File: src/rtl/datapath_arbiter.sv
// Round-robin arbiter feeding one shared datapath, one transaction in flight at a time; accept T, dp_en T+1, rsp_valid T+3 at the earliest.
// A response is held until rsp_ready is high, and no request is accepted until the arbiter is back in IDLE.
module datapath_arbiter #(
   parameter int DATA_WIDTH = 5,
   parameter int TIMEOUT    = 15
) (
   input  logic                  clk,
   input  logic                  rst,
   input  logic                  req0_valid,
   input  logic [DATA_WIDTH-1:0] req0_data,
   output logic                  req0_ready,
   input  logic                  req1_valid,
   input  logic [DATA_WIDTH-1:0] req1_data,
   output logic                  req1_ready,
   output logic [DATA_WIDTH-1:0] dp_data_in,
   output logic                  dp_en,
   input  logic                  dp_done,
   input  logic [DATA_WIDTH-1:0] dp_data_out,
   output logic                  rsp_valid,
   output logic                  rsp_id,
   output logic [DATA_WIDTH-1:0] rsp_data,
   output logic                  rsp_err,
   input  logic                  rsp_ready
);

   typedef enum logic [1:0] {S_IDLE, S_ISSUE, S_WAIT, S_RESP} state_t;

   localparam logic [7:0] CNT_LAST = 8'(TIMEOUT - 1);

   state_t                r_state;
   state_t                w_next;
   logic                  r_last_grant;
   logic [7:0]            r_cnt;
   logic [DATA_WIDTH-1:0] r_op;
   logic                  r_id;
   logic [DATA_WIDTH-1:0] r_rsp_data;
   logic                  r_rsp_err;
   logic                  w_gnt0;
   logic                  w_gnt1;

   always_ff @(posedge clk or negedge rst) begin
      if (!rst) r_state <= S_IDLE;
      else      r_state <= w_next;
   end

   always_comb begin
      w_next = r_state;
      w_gnt0 = 1'b0;
      w_gnt1 = 1'b0;
      case (r_state)
         S_IDLE: begin
            // On a tie the requester that did not win last time is granted.
            w_gnt0 = req0_valid && (!req1_valid || r_last_grant);
            w_gnt1 = req1_valid && (!req0_valid || !r_last_grant);
            if (w_gnt0 || w_gnt1) w_next = S_ISSUE;
         end
         S_ISSUE: w_next = S_WAIT;
         S_WAIT:  if (dp_done || r_cnt == CNT_LAST) w_next = S_RESP;
         S_RESP:  if (rsp_ready) w_next = S_IDLE;
         default: w_next = S_IDLE;
      endcase
   end

   always_ff @(posedge clk or negedge rst) begin
      if (!rst) begin
         r_last_grant <= 1'b1;
         r_cnt        <= '0;
         r_op         <= '0;
         r_id         <= 1'b0;
         r_rsp_data   <= '0;
         r_rsp_err    <= 1'b0;
      end else begin
         case (r_state)
            S_IDLE: begin
               if (w_gnt0 || w_gnt1) begin
                  r_op         <= w_gnt1 ? req1_data : req0_data;
                  r_id         <= w_gnt1;
                  r_last_grant <= w_gnt1;
                  r_cnt        <= '0;
               end
            end
            S_WAIT: begin
               // A completion on the last counted cycle beats the timeout.
               if (dp_done) begin
                  r_rsp_data <= dp_data_out;
                  r_rsp_err  <= 1'b0;
               end else if (r_cnt == CNT_LAST) begin
                  r_rsp_data <= '1;
                  r_rsp_err  <= 1'b1;
               end else begin
                  r_cnt <= r_cnt + 8'd1;
               end
            end
            default: ;
         endcase
      end
   end

   assign req0_ready = rst && w_gnt0;
   assign req1_ready = rst && w_gnt1;
   assign dp_en      = (r_state == S_ISSUE);
   assign dp_data_in = r_op;
   assign rsp_valid  = (r_state == S_RESP);
   assign rsp_id     = r_id;
   assign rsp_data   = r_rsp_data;
   assign rsp_err    = r_rsp_err;

endmodule

File: config.mk
export PLATFORM = sky130hd
export DESIGN_NAME = datapath_arbiter
export DESIGN_NICKNAME = d
export VERILOG_FILES = /design/src/rtl/datapath_arbiter.sv
export SDC_FILE = /design/constraint.sdc
export NUM_CORES = 1
export LEC_CHECK = 0
export CORE_MARGIN = 2
export CORE_UTILIZATION = 47
export DETAILED_ROUTE_END_ITERATION = 12
export HOLD_SLACK_MARGIN = 0.02
export PLACE_DENSITY_LB_ADDON = 0.08
export SYNTH_ARGS = -nofsm -noshare
export SYNTH_HDL_FRONTEND = slang
export SYNTH_SLANG_ARGS = --single-unit
File: constraint.sdc
create_clock -name clk -period 2.4 [get_ports clk]
set_clock_uncertainty 0.05 [all_clocks]
set_input_delay 0.48 -clock clk [delete_from_list [all_inputs] [get_ports clk]]
set_output_delay 0.48 -clock clk [all_outputs]
set_load 0.02 [all_outputs]
# ---- Word-level counts from Yosys, hierarchy flattened
# Cells that the tools add are included.
dict set report word_totals {
  out_inout_bits 16
  ff_bits 23
}
dict set report classes {
  muxes 15
  n_eq_ne 10
  addsub 1
  reduce_logical 19
}
# operator count
set op_table {}
lappend op_table {{2-to-1 mux 8 bit} 3}
lappend op_table {{one-hot mux 8 bit (2 select lines)} 1}
lappend op_table {{2-to-1 mux 5 bit} 3}
lappend op_table {{!= test 2 bit, second input constant} 5}
lappend op_table {{adder 8 x 1 -> 8 bit, second input constant} 1}
lappend op_table {{== test 8 x 4 -> 1 bit, second input constant} 1}
lappend op_table {{one-hot mux 2 bit (4 select lines)} 1}
lappend op_table {{2-to-1 mux 2 bit} 3}
lappend op_table {{logical OR 1 bit} 5}
lappend op_table {{== test 2 bit, second input constant} 2}
lappend op_table {{logical AND 1 bit} 4}
lappend op_table {{2-to-1 mux 1 bit} 4}
lappend op_table {{AND reduction 2 bit} 2}
lappend op_table {{AND reduction 4 bit} 1}
lappend op_table {{nonzero test 2 bit} 2}
lappend op_table {{logical NOT 1 bit} 3}
lappend op_table {{AND reduction 3 bit} 1}
lappend op_table {{== test 2 x 1 -> 1 bit, second input constant} 1}
lappend op_table {{logical NOT 2 bit} 1}
lappend op_table {{!= test 2 x 1 -> 1 bit, second input constant} 1}

# ---- Logic depth before layout (Yosys ltp)
# Gate-level depths: netlist (run 1).
dict set report depth {
  ltp_word 7
  ltp_mapped 9
}

# ---- Worst setup path before layout (run 1)
# OpenSTA, ideal clock, no wires.
dict set report synth_path {
  path_type {register to output}
  start {register r_state[0]}
  end {output port req1_ready}
  slack_ns 0.538
  t_required_ns 1.870
  stages_incl_launch_ff 6
  t_arrival_ns 1.332
  path_cell_list {dfrtp_1 inv_1 ha_1 buf_4 nand3_1 nor2_1}
}
dict set report synth_via {
  elab_chain_cells 3
}
# item line_no
set synth_lines {}
lappend synth_lines {{start, declared} 30} ;# state_t r_state;
lappend synth_lines {{start signal, assigned} 43} ;# else r_state <= w_next;
lappend synth_lines {{logical NOT 2 bit} 50} ;# case (r_state)
lappend synth_lines {{2-to-1 mux 1 bit} 50}
lappend synth_lines {{logical AND 1 bit} 100} ;# assign req1_ready = rst && w_gnt1;
lappend synth_lines {{end, declared} 14} ;# output logic req1_ready,
# No other way between the ends.

# ---- Worst setup path after layout (run 1)
# Same ends and word-level chain as after synthesis.

==> results of run 1 <==
==> layout make-up <==
| class | count | area (sq um) |
|---|---|---|
| fill | 204 | 793 |
| multi-input combinational | 92 | 654 |
| sequential | 23 | 577 |
| timing repair buffer | 44 | 414 |
| tap | 30 | 37.5 |
| clock buffer | 3 | 22.5 |
| inverter | 5 | 18.8 |
| clock inverter | 1 | 5.00 |
==> metal layers <==
| layer | GRT usage | up-vias | wire length, microns |
|---|---|---|---|
| met1 | 0.235 | 523 | 1160 |
| met5 | 0 | - | 0 |
| met4 | 0.0952 | 0 | 42 |
| met2 | 0.341 | 38 | 1480 |
| met3 | 0.0605 | 9 | 191 |
| li1 | - | 537 | - |
==> cell usage after synthesis, drive strengths merged, types with 3 or more instances <==
cell    instances  area [sq um]
a22o            3          26.3
nor4b           3          41.3
dfrtp          22           551
a21oi           4          23.8
nor3            3          15.0
nand2          22          82.6
ha              6          75.1
nand3           3          15.0
nor2            4          15.0
o22a            5          43.8
mux2i           5          50.1
inv             5          18.8
o21ai           8          40.0
clkbuf          4          16.3
==> worst paths after layout <==
path	to	slack (ps)
max in group asynchronous	r_last_grant	1490
max reg2reg	r_cnt[2]	300
min reg2reg	rsp_id	450
min	rsp_id	450
max	req1_ready	180
min in group asynchronous	r_cnt[0]	530
==> metrics by stage <==
stage	util	cells	setup TNS, ps	total power [mW]
after detailed placement	0.677	194	-87.5	1.65
final	0.686	198	0	1.82
after global placement	0.677	194	-36.5	1.62
after CTS	0.687	198	0	1.84
after global routing	0.686	198	0	1.97
after floorplan	-	126	0	1.23
==> worst min-delay path: stages, from the launching register on <==
cell and delay, ps:
dfrtp_1 370, nand2_1 50, nand2_1 50
==> state kept, by name, summed over array words and instances, names as in the netlist <==
signal	count
dp_data_in	5
rsp_err	1
r_last_grant	1
r_cnt	8
rsp_data	5
rsp_id	1
r_state	2
==> cell families after synthesis <==
| kind of cell | Yosys count | synth area share |
|---|---|---|
| AOI/OAI and AO/OA | 29 | 0.174 |
| and+or+nand+nor | 50 | 0.222 |
| muxes | 7 | 0.0568 |
| buffers and inverters | 11 | 0.0372 |
| adders and majority gates | 6 | 0.0587 |
| DFF | 23 | 0.451 |
==> power by group through the flow <==
stage | registers, mW | clock network, mW | logic, mW
2_1_floorplan | 0.746 | 0 | 0.481
5_1_grt | 0.665 | 0.209 | 1.09
3_3_place_gp | 0.641 | 0 | 0.977
4_1_cts | 0.645 | 0.189 | 1.00
6_report | 0.643 | 0.185 | 0.992
3_5_place_dp | 0.649 | 0 | 1.00
==> what timing repair did <==
action / in CTS / in global routing
setup endpoints to repair: 2 / 1
hold buffers: 0 / 0
resized for setup: 2 / 3
==> results.cfg, run 1 <==
[run_status]
status = finished clean

[clock_tree]
clock_latency_ps = 320
clk_pin_slew_ps = 130
htree_levels = 1
root_buffer = clkbuf_4
clock_sinks = 23
cts_tree = built
cts-buffers-inserted = 3
cts_setup_buffers = 0
clk_path_buf_depth = 2

[global_route]
grt_pass1_wl_microns = 5060
grt_pass1_vias = 1144
antenna_found_initial = 0
grt_max_degree = 24
grtUsageTotal = 0.203
grt-ovfl-total = 0

[placement]
place_area_sq_mm = 0.00171
globalplace.congestion = 0.789
numPortBuffers = 36
place_hpwl_microns = 2270
place_ws_ps = -87.5

[route]
drcViolationCount = 0
first_iter_violations = 26
wl_microns = 2870
dr.pass1.iters = 4
wl_per_cell_microns = 14.5
via_per_inst = 5.59
num_vias = 1107
ant_nets = 0

[logic_synthesis]
synth_fp_nets = 153
synthCells = 126
post_synth_num_cell_types = 41
synth_seq_cells = 23
synth_edf_count = 0
ys_async_sr_fraction = 1.00
avgSynthCellArea_sq_um = 10.1
synth_area_sq_mm = 0.00128
synthFlopType = dfrtp_1
yosysWarnings = 0
ys_seq_area_frac = 0.451

[power]
combPwrFrac = 0.545
switching_power_mw = 0.741
power_switching_share = 0.407
p_leak_nw = 0.788
intPower_mw = 1.08
seq_power_share = 0.353
clockPowerShare = 0.102
vdd_drop_max_uv = 896
power_density_mw_per_mm2 = 1050

[worst_setup_path]
criticalPathCategory = reg -> out
critPathBufInv = 2
cp_slowest_stage_delay_ps = 440
worst_ep_arrival_time_ps = 1690
rr_worst_depth = 7
path_depth = 5
crit_fanout = 4
cp_cell_sequence = inv_1, ha_1, nand3_1, nor2_1, dlygate4sd2_1
cp.required_ps = 1870
cp-start-kind = flip-flop
cpMaxStageDelayCell = dfrtp_1
crit_family = buffers and inverters
critPathLaunch = r_state[0]
end_kind = output pin
r2r-start = r_state[0]

[floorplan]
ioPinCount = 37
initial_core_util = 0.507
rows = 18
die_h_microns = 56.2
die_x_microns = 56.2
core_sq_mm = 0.00252
die_area_sq_mm = 0.00315

[sta]
rsz0062_at_grt = no
slew_headroom = 0.654
finalHoldViolations = 0
timing.final.crit_share = 0.927
max_freq_mhz = 450
setup_slack_ps = 176
holdWs_ps = 448
period_minus_slack_ps = 2220
worst_pin_slew_ps = 516
slew_viol_final = 0
setup_violations = 0

[run]
maxCapViolations = 0

[finish]
layout-drive-gt1-share = 0.119
final_area_sq_mm = 0.00173
syn2layout_area_growth_pct = 35.2
final_cell_mix = clkdlybuf4s50_1, nand2_1, dfrtp_1, buf_4, o21ai_0
n_antenna_cell = 0
nets = 196
layout_commonest_cell = clkdlybuf4s50_1

[min_path]
hold_start = rsp_id
hold_path_depth = 2
hold_class = reg -> reg
Power figures use the tool's default switching activity.
==> inputs of run 2 (changes only) <==
--- a/config.mk
+++ b/config.mk
@@ -7,6 +7,7 @@
 export LEC_CHECK = 0
 export CORE_MARGIN = 2
 export CORE_UTILIZATION = 47
+export CTS_CLUSTER_SIZE = 14
 export DETAILED_ROUTE_END_ITERATION = 12
 export HOLD_SLACK_MARGIN = 0.02
 export PLACE_DENSITY_LB_ADDON = 0.08
==> results of run 2 <==
Same layout as run 1: the final DEF is identical, and so are final timing and power.
